File: config.mk
export PLATFORM = sky130hd
export DESIGN_NAME = mux_2in1
export DESIGN_NICKNAME = d
export VERILOG_FILES = /design/src/rtl/mux_2in1.sv
export SDC_FILE = /design/constraint.sdc
export NUM_CORES = 1
export LEC_CHECK = 0
export CAP_MARGIN = 25
export CORE_MARGIN = 2
export CORE_UTILIZATION = 38
export CTS_CLUSTER_SIZE = 12
export DETAILED_ROUTE_END_ITERATION = 6
export GPL_ROUTABILITY_DRIVEN = 0
export PLACE_DENSITY = 0.93
export SKIP_CTS_REPAIR_TIMING = 1
export SLEW_MARGIN = 40
export SYNTH_ARGS = -nofsm -noshare
export SYNTH_HDL_FRONTEND = slang
export SYNTH_SLANG_ARGS = --single-unit
File: constraint.sdc
create_clock -name i_clk -period 1.35 [get_ports i_clk]
set_input_delay 0.135 -clock i_clk [delete_from_list [all_inputs] [get_ports i_clk]]
set_output_delay 0.135 -clock i_clk [all_outputs]
set_load 0.005 [all_outputs]
File: src/rtl/mux_2in1.sv
// rtl/mux_2in1.sv - registered 2-to-1 operand select with capture enable
// Holds o_dat while the datapath stalls; o_valid marks the cycle after a capture.
module mux_2in1 #(
  parameter int WIDTH = 32
) (
  input  logic             i_clk,
  input  logic             i_rst,
  input  logic             i_en,
  input  logic             i_control,
  input  logic [WIDTH-1:0] i_dat0,
  input  logic [WIDTH-1:0] i_dat1,
  output logic [WIDTH-1:0] o_dat,
  output logic             o_valid
);

  logic [WIDTH-1:0] dat_q, dat_d;
  logic             valid_q, valid_d;

  // An unknown i_control falls through to the else path and picks i_dat0.
  always_comb begin
    dat_d   = dat_q;
    valid_d = 1'b0;
    if (i_en) begin
      valid_d = 1'b1;
      if (i_control) begin
        dat_d = i_dat1;
      end else begin
        dat_d = i_dat0;
      end
    end
  end

  always_ff @(posedge i_clk) begin
    if (i_rst) begin
      dat_q   <= '0;
      valid_q <= 1'b0;
    end else begin
      dat_q   <= dat_d;
      valid_q <= valid_d;
    end
  end

  assign o_dat   = dat_q;
  assign o_valid = valid_q;

endmodule

==> summary.txt, run 1 <==
Outcome
  • Result of the run: completed

GRT
  • Number of antenna violations at the first check in global routing: 0
  • Pin count of the biggest net entering global routing: between 60 and 70
  • Via count of the first global-routing pass: 1,355
  • Total GRT Usage: 17.7%
  • GRT overflow: 0
  • Wire length of the first global-routing pass: roughly 5900 µm

Synthesis
  • Cell variety after synth: 12
  • Synthesis-stage register bit count: 33
  • Sequential element share of the synthesized area: between 40% and 50%
  • Number of warnings printed during yosys synthesis: 0
  • Post-Synthesis Net Count: 213
  • Area fraction of the dominant cell type after synthesis: 44.7%
  • Synthesized area: 1480 µm²
  • Synthesized instance count: roughly 150
  • Mean post-synth cell area: 10.2 µm²
  • Largest cells by area after synthesis: sky130_fd_sc_hd__dfxtp_1 (45%), sky130_fd_sc_hd__mux2i_1 (22%), sky130_fd_sc_hd__a211oi_1 (15%)
  • Library cell occupying the most area in the post-synthesis netlist: sky130_fd_sc_hd__dfxtp_1

Power and ir drop
  • Power density over cell area: about 920 nW/µm²
  • Worst vdd ir: between 0.6 and 0.7 mV
  • Leakage dissipation: ~0.0010 µW
  • Total design power: around 2400 µW

Timing
  • Share of the clock period used by the worst path: between 90 and 100%
  • Slew at the pin closest to its max-slew limit: roughly 0.26 ns
  • Slack of the critical path: 0.0919 ns
  • Max Slew Vio Count: 0
  • Fin crit period: roughly 1.3 ns
  • Maximum operating frequency: 795 MHz
  • Tightest slew margin relative to the limit: between 80% and 90%
  • Worst-case clock skew: 0 ns
  • Worst-case hold slack: roughly 0.34 ns
  • Setup violation total in the final timing report: 0
  • Count of endpoints failing hold in the final timing report: 0
  • Accumulated negative setup slack: 0 ns
  • Unrepaired setup endpoints after global routing: false

Clock network
  • Inserted Clock Buffers: 5
  • H-tree levels: 2
  • Number of buffers on the longest clock path: 2
  • Source-to-sink clock delay at the later pin of the worst-skew pair: approximately 0.27 ns
  • Root buffer cell: sky130_fd_sc_hd__clkbuf_8
  • Clock sinks: 33
  • Clock tree from TritonCTS: yes
  • Clock-pin slew of the registers on the worst-case setup and hold paths: ~0.060 ns

Final layout
  • Area used by multi-input combinational logic: about 700 µm²
  • Synth-to-layout area growth: 73.6%
  • Most frequent standard cell in the layout excluding fill and tap cells: sky130_fd_sc_hd__clkdlybuf4s50_1
  • Number of nets in the layout: between 300 and 400
  • Storage element area: 661 µm²
  • Most used cells in the layout excluding fill and tap cells: sky130_fd_sc_hd__clkdlybuf4s50_1 (98), sky130_fd_sc_hd__dfxtp_1 (33), sky130_fd_sc_hd__mux2i_1 (32), sky130_fd_sc_hd__nor2_1 (32), sky130_fd_sc_hd__a211oi_1 (30)
  • Fraction of layout cells with a size suffix above 1: 5.81%
  • Antenna Cells: 0
  • Filler instances: approximately 320
  • Cell area after layout: about 2600 µm²

Worst setup path
  • RR Startpoint: o_dat[9]$_SDFFE_PP0P_
  • Data required time at the worst endpoint: 1.22 ns
  • Sum of buffers and inverters on the critical path: 1
  • CP max FO: 2
  • R2r worst-path depth: 2
  • Crit-path slowest cell: sky130_fd_sc_hd__clkdlybuf4s50_1
  • Stages on the worst setup path: 1
  • Crit path capture type: primary output
  • Cell-by-cell trace of the critical path: clkdlybuf4s50_1
  • Maximum cell stage delay along the critical path: around 0.5 ns
  • Gate family responsible for the most delay along the worst path: buffers and inverters
  • Arrival @ worst endpoint: around 1.1 ns
  • Timing startpoint of the critical path: o_dat[16]$_SDFFE_PP0P_
  • Kind of critical path: reg2out
  • Kind of start point of the critical path: register
  • Reg2reg setup slack: approximately 0.66 ns

Placed design
  • Area post-placement: ~2500 µm²
  • Detailed placement HPWL: approximately 2800 µm
  • Placement Setup Slack: 0.255 ns
  • # port buffers: 100

Routing
  • Routed WL per cell: between 10 and 15 µm
  • Post-detailed-route via-to-cell ratio: a little under 5
  • Number of design rule violations left after detail routing: 0
  • DRT iter0 DRCs: 78
  • Via count: around 1,400
  • Number of routed nets with antenna violations: 0
  • First-pass detailed-route iteration total: 4
  • Wirelength, routed: ~3700 µm

Floorplanning
  • Row cnt: 22
  • Horizontal die dimension: 66.3 µm
  • Core Region: roughly 3700 µm²
  • Die outline area: about 4400 µm²
  • Die Ht: 66.3 µm
  • Effective utilization at floorplan: 40.0%
  • Ports placed on the boundary: about 100

Hold path
  • Count of cells along the worst hold path: 3
  • Worst Hold Launch: i_control
  • HP Class: in2reg

Run
  • Max-cap violations: 0
-- cells in the mapped netlist (all sizes together) --
| cell type | n |
|---|---|
| dfxtp | 33 |
| a211oi | 32 |
| mux2i | 32 |
| nor2 | 32 |
| buf | 8 |
| clkbuf | 7 |
| nor2b | 1 |
-- path summary, 6_finish.rpt --
kind	endpoint
worst max-delay path	o_dat[16]
worst min register to register	o_dat[28]$_SDFFE_PP0P_
worst max register to register	o_dat[9]$_SDFFE_PP0P_
worst min-delay path	o_dat[31]$_SDFFE_PP0P_
-- metal layers --
| layer | GRT usage [%] | wire, µm | vias to the layer above | share of wire (%) |
|---|---|---|---|---|
| met5 | 0 | 0 | - | 0 |
| met4 | 7.14 | 36 | 0 | 0.97 |
| met3 | 6.47 | 355 | 4 | 9.6 |
| met2 | 31.5 | 1830 | 60 | 50 |
| met1 | 18.7 | 1470 | 618 | 40 |
| li1 | - | - | 709 | - |
-- sequential cells by signal, indices dropped and copies added (netlist names) --
| name | flops |
|---|---|
| o_valid | 1 |
| o_dat | 32 |
-- worst register-to-register path, stage by stage (launching register included) --
cell	delay [ns]
sky130_fd_sc_hd__dfxtp_1	0.33
sky130_fd_sc_hd__nor2_1	0.05
sky130_fd_sc_hd__a211oi_1	0.23
-- power by group --
| group | internal (µW) | leakage, µW | switching, µW |
|---|---|---|---|
| Clock | 404 | 0.0000443 | 309 |
| Combinational | 386 | 0.000702 | 186 |
| Sequential | 1050 | 0.000275 | 35.1 |
-- through the flow --
step / utilization, % / instances
after floorplan: - / 145
after global routing: 69.5 / 289
after CTS: 69.5 / 289
after detailed placement: 67.1 / 282
after global placement: 67.1 / 282
final: 69.5 / 289
-- logic make-up after synthesis --
| group | count (synthesis) | share of synthesized area (%) |
|---|---|---|
| flip-flops | 33 | 44.7 |
| multiplexers | 32 | 21.7 |
| AND/OR/NAND/NOR | 33 | 8.56 |
| buffers and inverters | 15 | 8.05 |
| AO/OA/AOI/OAI | 32 | 16.9 |
-- layout make-up --
cell class | count | share of cell area (%)
timing repair buffer | 104 | 41.3
tap | 48 | 2.34
clock buffer | 7 | 3.37
sequential | 33 | 25.8
multi-input combinational | 97 | 27.2
(Power assumes the default switching activity.)
==> inputs of run 2 (changes only) <==
--- a/config.mk
+++ b/config.mk
@@ -11,6 +11,7 @@
 export CTS_CLUSTER_SIZE = 12
 export DETAILED_ROUTE_END_ITERATION = 6
 export GPL_ROUTABILITY_DRIVEN = 0
+export GPL_TIMING_DRIVEN = 1
 export PLACE_DENSITY = 0.93
 export SKIP_CTS_REPAIR_TIMING = 1
 export SLEW_MARGIN = 40
==> results of run 2 <==
Same layout as run 1: the final DEF is identical, and so are final timing and power.
==> inputs of run 3 (changes only) <==
--- a/config.mk
+++ b/config.mk
@@ -13,7 +13,6 @@
 export GPL_ROUTABILITY_DRIVEN = 0
 export GPL_TIMING_DRIVEN = 1
 export PLACE_DENSITY = 0.93
-export SKIP_CTS_REPAIR_TIMING = 1
 export SLEW_MARGIN = 40
 export SYNTH_ARGS = -nofsm -noshare
 export SYNTH_HDL_FRONTEND = slang
==> results of run 3 <==
Same layout as run 1: the final DEF is identical, and so are final timing and power.
